**config.mk**
```make
export PLATFORM = sky130hd
export DESIGN_NAME = cordic_vectoring
export DESIGN_NICKNAME = d
export VERILOG_FILES = /design/src/rtl/cordic_vectoring.sv
export SDC_FILE = /design/constraint.sdc
export NUM_CORES = 1
export LEC_CHECK = 0
export CAP_MARGIN = 20
export CORE_UTILIZATION = 45
export CTS_CLUSTER_SIZE = 14
export DETAILED_ROUTE_END_ITERATION = 6
export SYNTH_ARGS = -nofsm -noshare
export SYNTH_HDL_FRONTEND = slang
export SYNTH_SLANG_ARGS = --single-unit
export TNS_END_PERCENT = 1
```
**constraint.sdc**
```tcl
create_clock -name clock -period 5.95 [get_ports clock]
set_input_delay 0.595 -clock clock [delete_from_list [all_inputs] [get_ports clock]]
set_output_delay 0.595 -clock clock [all_outputs]
set_load 0.1 [all_outputs]
```
**src/rtl/cordic_vectoring.sv**
```systemverilog
// cordic_vectoring
//   Iterative CORDIC in vectoring mode. Takes a signed 16-bit (x, y) vector and
//   returns its gain-compensated magnitude and its angle as a 32-bit binary
//   angle (2^32 = 360 deg), the same format the rotation-mode cordic consumes.
//   One micro-rotation per clock, 16 iterations, 18 clocks per result.
//
// Handshake: start is sampled only on a rising edge where ready=1; start while
//   ready=0 is ignored (no queueing). valid is a one-cycle pulse in the cycle
//   after the COMP edge, during which ready is already high again, so a start
//   held high is accepted back-to-back. mag/angle hold until the next COMP.
//
// Ports:
//   clock    in   1   rising-edge clock
//   reset    in   1   synchronous, active-high; wins over start
//   start    in   1   request, sampled while ready=1
//   xin      in  16   signed x component
//   yin      in  16   signed y component
//   ready    out  1   idle and able to accept start
//   valid    out  1   one-cycle pulse when mag/angle update
//   mag      out 17   unsigned magnitude, input LSB units
//   angle    out 32   atan2(y, x) binary angle, [-180, 180)
//   state_o  out  2   FSM state for debug (0=IDLE, 1=ITER, 2=COMP)

module cordic_vectoring (
    input  logic               clock,
    input  logic               reset,
    input  logic               start,
    input  logic signed [15:0] xin,
    input  logic signed [15:0] yin,
    output logic               ready,
    output logic               valid,
    output logic        [16:0] mag,
    output logic        [31:0] angle,
    output logic        [1:0]  state_o
);

    typedef enum logic [1:0] {
        IDLE = 2'd0,
        ITER = 2'd1,
        COMP = 2'd2
    } state_t;

    state_t             state_q, state_d;
    logic        [3:0]  cnt_q, cnt_d;
    logic signed [17:0] x_q, x_d;
    logic signed [17:0] y_q, y_d;
    logic        [31:0] z_q, z_d;
    logic               zero_q, zero_d;
    logic        [16:0] mag_q, mag_d;
    logic        [31:0] angle_q, angle_d;
    logic               valid_q, valid_d;

    logic signed [17:0] xs_ext, ys_ext;
    logic signed [17:0] x_sh, y_sh;
    logic        [16:0] x_mag;
    logic        [16:0] mag_sum;

    // atan(2^-i) scaled so that 2^32 = 360 degrees.
    function automatic logic [31:0] atan_lut(input logic [3:0] idx);
        logic [31:0] v;
        case (idx)
            4'd0:  v = 32'h2000_0000;
            4'd1:  v = 32'h12E4_051E;
            4'd2:  v = 32'h09FB_385B;
            4'd3:  v = 32'h0511_11D4;
            4'd4:  v = 32'h028B_0D43;
            4'd5:  v = 32'h0145_D7E1;
            4'd6:  v = 32'h00A2_F61E;
            4'd7:  v = 32'h0051_7C55;
            4'd8:  v = 32'h0028_BE53;
            4'd9:  v = 32'h0014_5F2F;
            4'd10: v = 32'h000A_2F98;
            4'd11: v = 32'h0005_17CC;
            4'd12: v = 32'h0002_8BE6;
            4'd13: v = 32'h0001_45F3;
            4'd14: v = 32'h0000_A2FA;
            default: v = 32'h0000_517D;
        endcase
        return v;
    endfunction

    assign xs_ext = {{2{xin[15]}}, xin};
    assign ys_ext = {{2{yin[15]}}, yin};

    // Both shifts come from the pre-update registers.
    assign x_sh = x_q >>> cnt_q;
    assign y_sh = y_q >>> cnt_q;

    // x is non-negative after pre-rotation, so its low 17 bits are the value.
    // Gain compensation: 1/2 + 1/16 + 1/32 + 1/64 - 1/512 ~= 0.60742.
    assign x_mag   = x_q[16:0];
    assign mag_sum = (x_mag >> 1) + (x_mag >> 4) + (x_mag >> 5)
                   + (x_mag >> 6) - (x_mag >> 9);

    always_comb begin
        state_d = state_q;
        cnt_d   = cnt_q;
        x_d     = x_q;
        y_d     = y_q;
        z_d     = z_q;
        zero_d  = zero_q;
        mag_d   = mag_q;
        angle_d = angle_q;
        valid_d = 1'b0;

        case (state_q)
            IDLE: begin
                if (start) begin
                    state_d = ITER;
                    cnt_d   = 4'd0;
                    zero_d  = (xin == 16'sd0) && (yin == 16'sd0);
                    // Pre-rotate into the right half-plane so the 16
                    // iterations (about +/-99.9 deg of reach) always converge.
                    if (!xin[15]) begin
                        x_d = xs_ext;
                        y_d = ys_ext;
                        z_d = 32'h0000_0000;
                    end else if (!yin[15]) begin
                        x_d = ys_ext;
                        y_d = -xs_ext;
                        z_d = 32'h4000_0000;
                    end else begin
                        x_d = -ys_ext;
                        y_d = xs_ext;
                        z_d = 32'hC000_0000;
                    end
                end
            end

            ITER: begin
                // Drive y toward zero; z accumulates the rotation applied.
                if (!y_q[17]) begin
                    x_d = x_q + y_sh;
                    y_d = y_q - x_sh;
                    z_d = z_q + atan_lut(cnt_q);
                end else begin
                    x_d = x_q - y_sh;
                    y_d = y_q + x_sh;
                    z_d = z_q - atan_lut(cnt_q);
                end
                cnt_d = cnt_q + 4'd1;
                if (cnt_q == 4'd15) begin
                    state_d = COMP;
                end
            end

            COMP: begin
                if (zero_q) begin
                    mag_d   = 17'd0;
                    angle_d = 32'h0000_0000;
                end else begin
                    mag_d   = mag_sum;
                    angle_d = z_q;
                end
                valid_d = 1'b1;
                state_d = IDLE;
            end

            default: begin
                state_d = IDLE;
            end
        endcase
    end

    always_ff @(posedge clock) begin
        if (reset) begin
            state_q <= IDLE;
            cnt_q   <= 4'd0;
            x_q     <= 18'sd0;
            y_q     <= 18'sd0;
            z_q     <= 32'h0000_0000;
            zero_q  <= 1'b0;
            mag_q   <= 17'd0;
            angle_q <= 32'h0000_0000;
            valid_q <= 1'b0;
        end else begin
            state_q <= state_d;
            cnt_q   <= cnt_d;
            x_q     <= x_d;
            y_q     <= y_d;
            z_q     <= z_d;
            zero_q  <= zero_d;
            mag_q   <= mag_d;
            angle_q <= angle_d;
            valid_q <= valid_d;
        end
    end

    assign ready   = (state_q == IDLE);
    assign valid   = valid_q;
    assign mag     = mag_q;
    assign angle   = angle_q;
    assign state_o = state_q;

endmodule

```
==> results.cfg, run 1 <==
[floorplan]
dieWidth_um = 182
core_um2 = 31700
die-height_um = 182
dieArea_um2 = 33200
start_util_pct = 46.0
core.rowCount = 65
io_pins = 88

[critical_path]
path_max_fanout = 35
cp.arrival_ns = 5.50
critical_path_class = flip-flop to flip-flop
critical-path-top-delay-family = compound AO/OA/AOI/OAI gates
crit_path_top_delay_cell = dfxtp_2
crit_chain = mux4_1, mux2_2, a222oi_1, ha_1, nor2_1, a21oi_1, fa_1, a21o_1, a211oi_1, o21ai_0, a31oi_1, o21ai_0, a21oi_1, a21oi_1, xnor2_1, o22ai_1
crit_buf_inv = 0
critPathLaunchType = flip-flop
crit_path_end_kind = flip-flop
path_common_cell = a21oi_1
worstPathRequired_ns = 6.23
slowest_delay_ns = 0.87

[global_routing]
grt_max_degree = 86
track_usage_pct = 27.2
grt_pass1_vias = 12700
antenna_found_initial = 0
grt.overflow.total = 0
grt_pass1_wl_mm = 71.1

[clock_tree]
cts_setup_buffers = 0
cts_tree = done
htree_levels = 4
clk_latency_ns = 0.45
numCtsBuffers = 17
clock_sinks = 155
path_clk_slew_ns = 0.07
cts_root_buf = clkbuf_16
cts_hold_buf = 0
cts_resized = 0
clockBufferDepth = 2

[final_layout]
fill_cells = 3120
diodes = 0
fin_area_um2 = 16300
final_cells = 2300
layout-drive-gt1-share_pct = 6.64
nets = 2062
syn2layout_area_growth_pct = 11.7

[yosys]
yosysMostFrequentCell = nor2_1
synthesis.area_um2 = 14600
yosysWarnings = 0
ys_ff_latch = 155
ys_seq_area_share_pct = 21.2
ys.flop_type = dfxtp_1
yosysTopAreaCell = dfxtp_1
synth_edf_count = 0
syn-mean-instance-area_um2 = 7.88
syn_inst = 1853
synth.distinct_cells = 81
synthArstFlopShare_pct = 0
syn-num-nets = 2030
synth_common_cells = 209 x nor2_1, 184 x a21oi_1, 155 x dfxtp_1
yosys-top-cells-area = dfxtp_1 21%, ha_1 9.3%, a21oi_1 6.3%
yosysTopAreaCellShare_pct = 21.2

[worst_hold_path]
worst_hold_path_type = flip-flop to flip-flop

[timing]
period_share_pct = 87.6
slew_headroom_pct = 27.6
tightest_slew_ns = 1.08
setup_viol = 0
rsz0062_at_grt = no
max_freq_mhz = 192
layout_min_cycle_time_ns = 5.21
finalHoldViolations = 0
slew_violations = 0
finalClockSkew_ns = 0.0154
whs_ns = 0.478
tns_ns = 0

[place]
gp_congestion = 0.897
dp.cells = 2268
post-dp-hpwl_mm = 33.3
port_buffers = 87
postPlaceCellArea_um2 = 15800

[drt]
first_pass_iters = 5
avgRoutedWirePerCell_um = 19.3
first_iter_violations = 1225
viasPerCell = 5.97
antenna_left = 0
vias = 13700
drc_errors = 0
wl_mm = 44.4

[pwr]
leakage_nw = 6.43
ir_worst_vdd_mv = 0.312
finalPower_mw = 7.69
power_density_nw_per_um2 = 472

[status]
status = finished, final reports clean

[flow_run]
drv_cap = 0
-- per-layer routing --
layer  share of wire, %  global-route usage (%)
met1                 47                    39.1
met3                7.3                    4.27
met2                 43                    41.7
met5                  0                       0
met4                2.3                    8.44
-- layout by cell type (no fill, tap or decap), types with 27 or more instances in the layout --
cell type | synthesis | final
nand2_1 | 140 | 139
a21oi_1 | 184 | 184
fa_1 | 33 | 33
a31oi_1 | 27 | 27
dfxtp_1 | 155 | 152
a211oi_1 | 74 | 74
o21ai_0 | 90 | 90
xor2_1 | 43 | 43
nor3b_1 | 41 | 41
nand3_1 | 41 | 41
buf_4 | 1 | 31
inv_1 | 112 | 112
nor2_1 | 209 | 209
nor3_1 | 46 | 46
clkdlybuf4s50_1 | 0 | 85
mux4_2 | 31 | 31
xnor2_1 | 89 | 89
ha_1 | 109 | 109
-- tightest hold or removal path: cells and delay by family (launching register included) --
kind,cells,cell delay (ns)
flip-flops,1,0.32
AO/OA/AOI/OAI,1,0.06
AND/OR/NAND/NOR,1,0.05
-- per-stage QoR --
| step | setup WS [ns] | util, % |
|---|---|---|
| finish | 0.737 | 51.4 |
| global placement | 0.880 | 49.7 |
| global route | 0.444 | 51.4 |
| CTS | 0.799 | 51.4 |
| detailed placement | 0.815 | 49.7 |
| floorplan | 1.50 | - |
-- area by class of cell --
| cell class | count | area, um^2 | area share, % |
|---|---|---|---|
| flip-flops and latches | 155 | 3110 | 19.0 |
| multi-input cells | 1478 | 10600 | 65.1 |
| inverters | 116 | 435 | 2.67 |
| repair buffers | 117 | 1090 | 6.67 |
| clock inverters | 12 | 114 | 0.698 |
| clock buffers | 20 | 447 | 2.74 |
| well taps | 402 | 503 | 3.08 |
-- where the power goes --
part	total, mW	leakage, nW	switching (mW)	internal [mW]
Clock	1.08	0.269	0.487	0.591
Sequential	1.37	1.26	0.222	1.15
Combinational	5.24	4.89	2.94	2.30
-- cells by family (layout without fill, tap and decap cells) --
| family | after synthesis | count (layout) | synth area share, % |
|---|---|---|---|
| DFF | 155 | 155 | 21.2 |
| buffers and inverters | 220 | 265 | 6.14 |
| AOI/OAI and AO/OA | 553 | 553 | 23.9 |
| adders and majority gates | 142 | 142 | 13.9 |
| muxes | 68 | 68 | 7.87 |
| and+or+nand+nor | 583 | 583 | 19.0 |
| xor gates and xnor gates | 132 | 132 | 7.92 |
-- path summary, 6_finish.rpt --
path                                from  endpoint  slack, ns  depth (start not counted)
worst max-delay path            cnt_q[1]   y_q[16]       0.74                         16
worst min-delay path             z_q[15]   z_q[15]       0.48                          2
worst max register to register  cnt_q[1]   y_q[16]       0.74                         16
worst min register to register   z_q[15]   z_q[15]       0.48                          2
Note: power is estimated with default switching activity, not from simulation.
==> run 2: changes to the inputs <==
==> constraint.sdc (replaced) <==
create_clock -name clock -period 5.95 [get_ports clock]
set_input_delay 0.595 -clock clock [delete_from_list [all_inputs] [get_ports clock]]
set_output_delay 0.595 -clock clock [all_outputs]
set_load 0.01 [all_outputs]
==> results of run 2 <==
Same layout as run 1 (identical final DEF). Status: finished, final reports clean.
Among the figures that moved: total power 7.69 mW -> 7.68 mW
==> run 3: changes to the inputs <==
- CORE_ASPECT_RATIO: unset -> 0.75
==> results.cfg, run 3 (synthesis gave the netlist of run 1 again) <==
[status]
status = finished, final reports clean

[pwr]
p_int_mw = 4.05
pwr-share-clk_pct = 13.9
seqPwrFrac_pct = 17.7
comb_power_share_pct = 68.4
ir_worst_vdd_mv = 0.341
p_sw_mw = 3.78
switching_share_pct = 48.2
leakage_nw = 6.42
power_density_nw_per_um2 = 479

[critical_path]
critPathLaunchType = flip-flop
worstReg2RegStart = cnt_q[1]
r2r-end = x_q[17]
r2r_cells = 16
path_max_fanout = 43
worstPathRequired_ns = 6.33
cp.arrival_ns = 5.65
critical_path_class = flip-flop to flip-flop
crit_path_end_kind = flip-flop
rrSetupSlack_ns = 0.67
cp-startpoint = cnt_q[1]

[global_routing]
grt.overflow.total = 0
grt_pass1_wl_mm = 71.4
grt_pass1_vias = 12600
grt_max_degree = 69
track_usage_pct = 27.6
antenna_found_initial = 2

[final_layout]
layout-drive-gt1-share_pct = 6.60
fin_util_pct = 51.8
nets = 2059
syn2layout_area_growth_pct = 12.0
final_cells = 2332
final_common_cell = nor2_1
mostFrequentLayoutCells = 209 x nor2_1, 184 x a21oi_1, 152 x dfxtp_1

[worst_hold_path]
worst_hold_path_type = flip-flop to flip-flop
whs_path_depth = 2
whs_endpoint = z_q[27]
min-delay-start = z_q[27]

[timing]
whs_ns = 0.479
tightest_slew_ns = 1.18
slew_headroom_pct = 21.2
setup_viol = 0
finalHoldViolations = 0
tns_ns = 0
finalClockSkew_ns = 0.0139
max_freq_mhz = 190
rsz0062_at_grt = no
slew_violations = 0
layout_min_cycle_time_ns = 5.28
period_share_pct = 88.7

[place]
gp_congestion = 0.956
post-dp-hpwl_mm = 34.3
dp.cells = 2298
port_buffers = 87

[drt]
drc_errors = 0
viasPerCell = 5.95
first_iter_violations = 1288
first_pass_iters = 6
vias = 13900
antenna_left = 0
avgRoutedWirePerCell_um = 19.6
wl_mm = 45.6

[floorplan]
dieArea_um2 = 33200
die-height_um = 158
core.rowCount = 56
dieWidth_um = 210
io_pins = 88
start_util_pct = 46.2
core_um2 = 31600

[clock_tree]
cts_hold_buf = 0
clk_latency_ns = 0.45
htree_levels = 4
clockBufferDepth = 2
cts_root_buf = clkbuf_16
path_clk_slew_ns = 0.07
clock_sinks = 155
cts_tree = done
cts_resized = 0
numCtsBuffers = 17
cts_setup_buffers = 0

[flow_run]
drv_cap = 0
[run 3: power groups by stage]
stage / Combinational [mW] / Sequential, mW / Clock, mW
final: 5.36 / 1.39 / 1.09
after global placement: 5.23 / 1.40 / 0
after floorplan: 4.18 / 1.29 / 0
after CTS: 5.33 / 1.38 / 1.11
after detailed placement: 5.28 / 1.40 / 0
after global routing: 5.97 / 1.40 / 1.15
[run 3: per-stage QoR]
step / power (mW) / worst slack [ns] / instance area [um^2]
final: 7.83 / 0.674 / 16400
after global routing: 8.53 / 0.395 / 16400
after CTS: 7.82 / 0.692 / 16400
after detailed placement: 6.68 / 0.760 / 15800
after global placement: 6.62 / 0.825 / 15800
after floorplan: 5.47 / 1.51 / 14600
[run 3: cell type report]
class,count,area (um^2)
fillers,3036,15200
flip-flops and latches,155,3110
clock inverters,14,138
clock buffers,18,439
inverters,116,435
repair buffers,114,1070
multi-input cells,1478,10600
well taps,435,544
diodes,2,5.00
[run 3: how the worst max path moves through the flow]
| stage | depth (start not counted) | end | slack (ns) |
|---|---|---|---|
| 2_1_floorplan | 16 | mag[16] | 1.51 |
| 3_3_place_gp | 16 | mag[16] | 0.83 |
| 3_5_place_dp | 16 | mag[16] | 0.76 |
| 4_1_cts | 16 | mag[16] | 0.69 |
| 5_1_grt | 17 | y_q[16] | 0.40 |
| 6_report | 16 | x_q[17] | 0.67 |
[run 3: worst max-delay path, cell delays in order (launching register included)]
cell      delay [ns]
dfxtp_2         0.49
buf_4           0.50
mux4_1          0.62
mux2_2          0.30
o21ai_0         0.36
a31oi_1         0.16
xor2_1          0.18
ha_1            0.36
o21a_1          0.20
nor2_1          0.09
a21oi_1         0.06
o41ai_1         0.66
o211ai_1        0.35
a211oi_1        0.35
xnor2_1         0.14
or3_1           0.31
o21ai_1         0.07
[run 3: layer usage]
layer	vias to the layer above	wire length [um]	global-route usage, %	share of wire (%)
met5	-	0	0	0
met4	0	618	6.40	1.4
met3	44	4330	7.12	9.5
met2	538	18100	38.9	40
met1	6538	22500	41.3	49
li1	6748	-	-	-
